`src/rtl/mem_bus_arbiter.sv`:
```
// -----------------------------------------------------------------------------
// mem_bus_arbiter
//   Shares one external memory bus between instruction fetch and the data
//   (MEM stage) port. One transfer at a time is sequenced by a small FSM. All
//   bus outputs, returned data, acks and the error pulse are registered. A
//   combinational stall request is raised while a requester is still waiting.
//
// Ports
//   clk, rst       clock (rising edge), asynchronous active-high reset
//   if_*           fetch requester: req/addr in, data/ack out
//   d_*            data requester: req/we/sel/addr/wdata in, rdata/ack out
//   flush_i        pipeline flush, cancels a fetch in flight
//   bus_*          memory bus master side: stb/we/sel/addr/wdata out,
//                  rdata/ack in
//   stallreq_o     stall request toward pipeline control
//   bus_err_o      one-cycle pulse when a transfer is aborted by timeout
//
// States
//   state  | meaning
//   IDLE   | no transfer outstanding, bus strobe low
//   D_BUSY | data access on the bus, waiting for bus_ack_i
//   I_BUSY | fetch on the bus, waiting for bus_ack_i
//   I_DROP | fetch cancelled by flush, strobe held until the bus finishes
// -----------------------------------------------------------------------------
module mem_bus_arbiter #(
    parameter int ADDR_W  = 32,
    parameter int DATA_W  = 32,
    parameter int TIMEOUT = 255
) (
    input  logic                clk,
    input  logic                rst,
    input  logic                if_req_i,
    input  logic [ADDR_W-1:0]   if_addr_i,
    output logic [DATA_W-1:0]   if_data_o,
    output logic                if_ack_o,
    input  logic                d_req_i,
    input  logic                d_we_i,
    input  logic [DATA_W/8-1:0] d_sel_i,
    input  logic [ADDR_W-1:0]   d_addr_i,
    input  logic [DATA_W-1:0]   d_wdata_i,
    output logic [DATA_W-1:0]   d_rdata_o,
    output logic                d_ack_o,
    input  logic                flush_i,
    output logic                bus_stb_o,
    output logic                bus_we_o,
    output logic [DATA_W/8-1:0] bus_sel_o,
    output logic [ADDR_W-1:0]   bus_addr_o,
    output logic [DATA_W-1:0]   bus_wdata_o,
    input  logic [DATA_W-1:0]   bus_rdata_i,
    input  logic                bus_ack_i,
    output logic                stallreq_o,
    output logic                bus_err_o
);

    localparam int SEL_W = DATA_W / 8;
    // Wide enough to hold TIMEOUT itself; at least one bit when TIMEOUT is 0.
    localparam int CNT_W = $clog2(TIMEOUT + 2);
    localparam logic [CNT_W-1:0] CNT_TC = CNT_W'(TIMEOUT);

    typedef enum logic [1:0] {
        IDLE   = 2'd0,
        D_BUSY = 2'd1,
        I_BUSY = 2'd2,
        I_DROP = 2'd3
    } state_t;

    state_t state, state_nxt;

    logic [CNT_W-1:0]  wait_cnt, wait_cnt_nxt;
    logic              timeout_hit;
    logic              d_take, i_take;

    logic              stb_nxt, we_nxt;
    logic [SEL_W-1:0]  sel_nxt;
    logic [ADDR_W-1:0] addr_nxt;
    logic [DATA_W-1:0] wdata_nxt;
    logic [DATA_W-1:0] if_data_nxt, d_rdata_nxt;
    logic              if_ack_nxt, d_ack_nxt, err_nxt;

    // A requester still holding req during its ack cycle has already been
    // served; ignoring it there prevents a duplicate transfer.
    assign d_take = d_req_i & ~d_ack_o;
    assign i_take = if_req_i & ~if_ack_o & ~flush_i;

    // The cycle that would bring the counter to TIMEOUT aborts the transfer.
    assign timeout_hit = (TIMEOUT != 0) && !bus_ack_i
                         && (CNT_W'(wait_cnt + 1'b1) == CNT_TC);

    assign stallreq_o = (d_req_i & ~d_ack_o) | (if_req_i & ~if_ack_o & ~flush_i);

    // State and registered outputs
    always_ff @(posedge clk or posedge rst) begin
        if (rst) begin
            state       <= IDLE;
            wait_cnt    <= '0;
            bus_stb_o   <= 1'b0;
            bus_we_o    <= 1'b0;
            bus_sel_o   <= '0;
            bus_addr_o  <= '0;
            bus_wdata_o <= '0;
            if_data_o   <= '0;
            if_ack_o    <= 1'b0;
            d_rdata_o   <= '0;
            d_ack_o     <= 1'b0;
            bus_err_o   <= 1'b0;
        end else begin
            state       <= state_nxt;
            wait_cnt    <= wait_cnt_nxt;
            bus_stb_o   <= stb_nxt;
            bus_we_o    <= we_nxt;
            bus_sel_o   <= sel_nxt;
            bus_addr_o  <= addr_nxt;
            bus_wdata_o <= wdata_nxt;
            if_data_o   <= if_data_nxt;
            if_ack_o    <= if_ack_nxt;
            d_rdata_o   <= d_rdata_nxt;
            d_ack_o     <= d_ack_nxt;
            bus_err_o   <= err_nxt;
        end
    end

    // Next state
    always_comb begin
        state_nxt = state;
        case (state)
            IDLE: begin
                if (d_take)
                    state_nxt = D_BUSY;
                else if (i_take)
                    state_nxt = I_BUSY;
            end
            D_BUSY: begin
                if (bus_ack_i || timeout_hit)
                    state_nxt = IDLE;
            end
            I_BUSY: begin
                // A timeout coinciding with a flush still ends the transfer
                // rather than parking in I_DROP with the strobe up.
                if (bus_ack_i || timeout_hit)
                    state_nxt = IDLE;
                else if (flush_i)
                    state_nxt = I_DROP;
            end
            I_DROP: begin
                if (bus_ack_i || timeout_hit)
                    state_nxt = IDLE;
            end
            default: state_nxt = IDLE;
        endcase
    end

    // Next values of the registered outputs and the wait counter
    always_comb begin
        stb_nxt     = bus_stb_o;
        we_nxt      = bus_we_o;
        sel_nxt     = bus_sel_o;
        addr_nxt    = bus_addr_o;
        wdata_nxt   = bus_wdata_o;
        if_data_nxt = if_data_o;
        d_rdata_nxt = d_rdata_o;
        if_ack_nxt  = 1'b0;
        d_ack_nxt   = 1'b0;
        err_nxt     = 1'b0;

        // I_BUSY -> I_DROP keeps counting so a cancelled fetch still times out.
        if (state == IDLE || state_nxt == IDLE)
            wait_cnt_nxt = '0;
        else if (!bus_ack_i)
            wait_cnt_nxt = CNT_W'(wait_cnt + 1'b1);
        else
            wait_cnt_nxt = wait_cnt;

        case (state)
            IDLE: begin
                if (d_take) begin
                    stb_nxt   = 1'b1;
                    we_nxt    = d_we_i;
                    sel_nxt   = d_sel_i;
                    addr_nxt  = d_addr_i;
                    wdata_nxt = d_wdata_i;
                end else if (i_take) begin
                    stb_nxt   = 1'b1;
                    we_nxt    = 1'b0;
                    sel_nxt   = '1;
                    addr_nxt  = if_addr_i;
                    wdata_nxt = '0;
                end
            end
            D_BUSY: begin
                if (bus_ack_i) begin
                    stb_nxt     = 1'b0;
                    d_ack_nxt   = 1'b1;
                    d_rdata_nxt = bus_rdata_i;
                end else if (timeout_hit) begin
                    stb_nxt     = 1'b0;
                    err_nxt     = 1'b1;
                    d_ack_nxt   = 1'b1;
                    d_rdata_nxt = '0;
                end
            end
            I_BUSY: begin
                if (bus_ack_i) begin
                    stb_nxt = 1'b0;
                    if (!flush_i) begin
                        if_ack_nxt  = 1'b1;
                        if_data_nxt = bus_rdata_i;
                    end
                end else if (timeout_hit) begin
                    stb_nxt = 1'b0;
                    err_nxt = 1'b1;
                    if (!flush_i) begin
                        if_ack_nxt  = 1'b1;
                        if_data_nxt = '0;
                    end
                end
            end
            I_DROP: begin
                if (bus_ack_i) begin
                    stb_nxt = 1'b0;
                end else if (timeout_hit) begin
                    stb_nxt = 1'b0;
                    err_nxt = 1'b1;
                end
            end
            default: stb_nxt = 1'b0;
        endcase
    end

endmodule
```
`config.mk`:
```
export PLATFORM = sky130hd
export DESIGN_NAME = mem_bus_arbiter
export DESIGN_NICKNAME = d
export VERILOG_FILES = /design/src/rtl/mem_bus_arbiter.sv
export SDC_FILE = /design/constraint.sdc
export NUM_CORES = 1
export LEC_CHECK = 0
export ABC_AREA = 1
export BUFFER_PORTS_ARGS = -buffer_cell sky130_fd_sc_hd__buf_2
export CORE_MARGIN = 3
export CORE_UTILIZATION = 25
export CTS_CLUSTER_SIZE = 8
export DETAILED_ROUTE_END_ITERATION = 12
export PLACE_DENSITY_LB_ADDON = 0.3
export SLEW_MARGIN = 20
export SYNTH_ARGS = -nofsm -noshare
export SYNTH_HDL_FRONTEND = slang
export SYNTH_SLANG_ARGS = --single-unit
```
`constraint.sdc`:
```
create_clock -name clk -period 5 [get_ports clk]
set_clock_uncertainty 0.15 [all_clocks]
set_input_delay 0.25 -clock clk [delete_from_list [all_inputs] [get_ports clk]]
set_output_delay 0.25 -clock clk [all_outputs]
set_load 0.03 [all_outputs]
```
==> results.md <==
- Measured slew at the worst slew-check pin: just over 1 ns
- DR iter-0 viols: 472
- Worst min path class: primary input to flip-flop
- Wire per inst: 15.74 microns
- CTS buffer count: 17
- Drt via density: 4.492
- Initial Utilization: between 20% and 30%
- Via Count: 6,168
- Root Buffer: clkbuf_16
- 1st-pass router iterations: 4
- Final Cycle Share: 77.25%
- Reg-to-Reg Start: d_ack_o
- Max transition margin: 30.29%
- Reg clk slew, reported paths: 0.07 ns
- Max Slew Vio Count: 0
- Die ar.: 26,650 sq um
- Final worst setup slack: 1.138 ns
- Maximum VDD drop: 0.0003224 V
- Cells after synthesis: 650
- TritonCTS clock tree: built
- Worst hold path depth: 3
- Detail Route Antenna Nets: 0
- R2r endpoint: bus_addr_o[2]
- Yosys Warn Count: 0
- Hold Fails Final Rpt: 0
- # rows: 56
- Setup TNS: 0 ns
- WL final: 21.61 mm
- Multi-input logic area: about 2200 sq um
- CTS sink cnt: 148
- Pleak: around 5 nW
- Endpoint class of the critical path: flip-flop
- Sequential Area: 3704 sq um
- Finished Layout Cells: 1,373
- Maximum achievable frequency: 258.9 MHz
- Initial antenna violation count: 1
- Total design power: 6.112 mW
- CP Max Fanout: a little under 70
- WHS Endpoint: state[1]
- CP Data Required Time: 5.15 ns
- Layout cells sized above 1: between 30% and 40%
- PwrDens: 629.1 nW/um^2
- GRT Residual Overflow: 0
- Layout area overhead: 57.15%
- GRT Util Overall: approximately 16%
- Register area share after synthesis: 59.91%
- Core area: 23,890 sq um
- Die X: 163.3 microns
- Avg Inst Size Synth: 9.511 sq um
- Synthesized area: 6182 sq um
- R2R Setup Slk: 1.14 ns
- Vias in the first global route: 6,417
- Crit-path slowest cell: clkinv_2
- Max-cap viol count: 0
- Residual DRC count: 0
- Die extent in y: 163.3 microns
- # IOs: around 280
- Critical path class: flip-flop to flip-flop
- # setup viols final: 0
- Placed Cells: ~1.2k
- Post-DP HPWL: 13.35 mm
- Worst skew pair latency: 0.41 ns
- Port bufs: 276
- Unrepaired setup endpoints after global routing: false
- Ant. Diodes: 0
- Crit start category: flip-flop
- Fillers: 2,337
- Cell chain of the critical path: nor2_2, buf_4, inv_2, nand2_1, nand2_1, buf_4, clkinv_2, nor2_1, a31oi_1, dlygate4sd3_1
- Post-synth net total: 791
- Cell variety after synth: 25
- Pre-CTS setup slack: 1.905 ns
- Hold_ws: 0.01982 ns
- Pin count of the biggest net entering global routing: 95
- Period minus WS final: 3.862 ns
- Worst R2R Path Depth: 10
- First-pass GRT wire length: ~34 mm
- Largest stage delay on the critical path: approximately 0.76 ns
- #FFs+latches synth: 148
- H-Tree Depth: 4
- Max clock buf depth: 2
- RePlAce Congestion: 0.7652
- Status: complete, no violations
- Nets: 1,182
- WP data arrival: 4.01 ns
- HP Start: if_req_i
[report_power, final]
group          switching, mW  internal (mW)  total, mW
Sequential             0.277           1.71       1.98
Clock                  0.556          0.717       1.27
Combinational           1.92          0.934       2.85
Total                   2.75           3.36       6.11
[kinds of logic after synthesis]
| kind of cell | share of synthesized area, % |
|---|---|
| AOI/OAI and AO/OA | 8.662 |
| buffers and inverters | 5.120 |
| DFF | 59.91 |
| and+or+nand+nor | 25.76 |
| adders and majority gates | 0.4047 |
| xor gates and xnor gates | 0.1417 |
[repair_timing]
action | 4_1_cts | 5_1_grt
setup buffers | 0 | 0
hold buffers | 133 | 0
hold endpoints to repair | 226 | 0
gates resized for setup | 0 | 0
[cells in the final DEF (no fill, tap or decap), types with 2 or more instances in the layout]
master         count
a22o_1            33
clkinv_1           2
nor3_1             3
a31oi_1           32
nand4_1           64
clkinvlp_4         2
nand2_1          210
inv_8              3
inv_6              4
nor2_2             5
clkinv_4           4
nand2_4            3
buf_4              8
o22a_1             4
buf_2            276
inv_1             17
dfrtp_1          148
nand2_2           11
ha_1               2
nand3_1            6
clkbuf_16         17
nor2_1            56
inv_2              2
dlygate4sd3_1    133
[sequential cells by signal, summed over array words and instances, names as in the netlist]
signal and count:
d_ack_o 1, bus_addr_o 32, bus_err_o 1, bus_wdata_o 32, bus_sel_o 4, bus_we_o 1, if_ack_o 1, state 2
if_data_o 32, bus_stb_o 1, d_rdata_o 32, wait_cnt 9
[metrics by stage]
| stage | util (%) | cell area [sq um] |
|---|---|---|
| 5_1_grt | 40.66 | 9716 |
| 2_1_floorplan | - | 6182 |
| 6_report | 40.66 | 9716 |
| 3_5_place_dp | 32.65 | 7800 |
| 4_1_cts | 40.66 | 9714 |
| 3_3_place_gp | 32.65 | 7800 |
[cell usage after synthesis (all sizes together)]
cell    instances  area (sq um)
nor3            3         15.01
nor2           61         239.0
clkbuf         28         105.1
o22ai           1         6.260
buf            17         125.1
nand3b          1         7.510
a31oi          32         200.2
dfrtp         148          3704
xor2            1         8.760
clkinv          1         3.750
nand2         224         890.9
inv            22         82.58
nand4          64         400.4
nand3           7         40.04
ha              2         25.02
a21oi           1         5.000
o22a            4         35.03
a22o           33         289.0
[area by class of cell]
class	instances	area share, %
clock inverters	13	1.442
inverters	23	0.9530
flip-flops and latches	148	38.12
clock buffers	19	4.559
well taps	319	4.108
repair buffers	417	28.54
multi-input cells	434	22.28
[critical path, delay by kind of cell, from the launching register on]
family	cells	cell delay [ns]
AO/OA/AOI/OAI	1	0.08
buffers and inverters	5	2.50
flip-flops	1	0.35
AND/OR/NAND/NOR	4	0.60
[worst max path at each step]
stage,startpoint,cells after the start,slack [ns],endpoint
2_1_floorplan,rst,1,0.62,bus_addr_o[0]
3_3_place_gp,d_ack_o,8,1.96,bus_addr_o[25]
3_5_place_dp,d_ack_o,8,1.90,bus_addr_o[5]
4_1_cts,d_ack_o,9,1.37,bus_addr_o[11]
5_1_grt,d_ack_o,10,0.77,bus_addr_o[3]
6_report,d_ack_o,10,1.14,bus_addr_o[2]
[per-layer routing]
| layer | global-route usage, % | share of wire (%) |
|---|---|---|
| met5 | 0 | 0.060 |
| met1 | 19.82 | 43 |
| met4 | 5.344 | 2.1 |
| met2 | 26.18 | 46 |
| met3 | 5.402 | 9.3 |
Power figures use the tool's default switching activity.
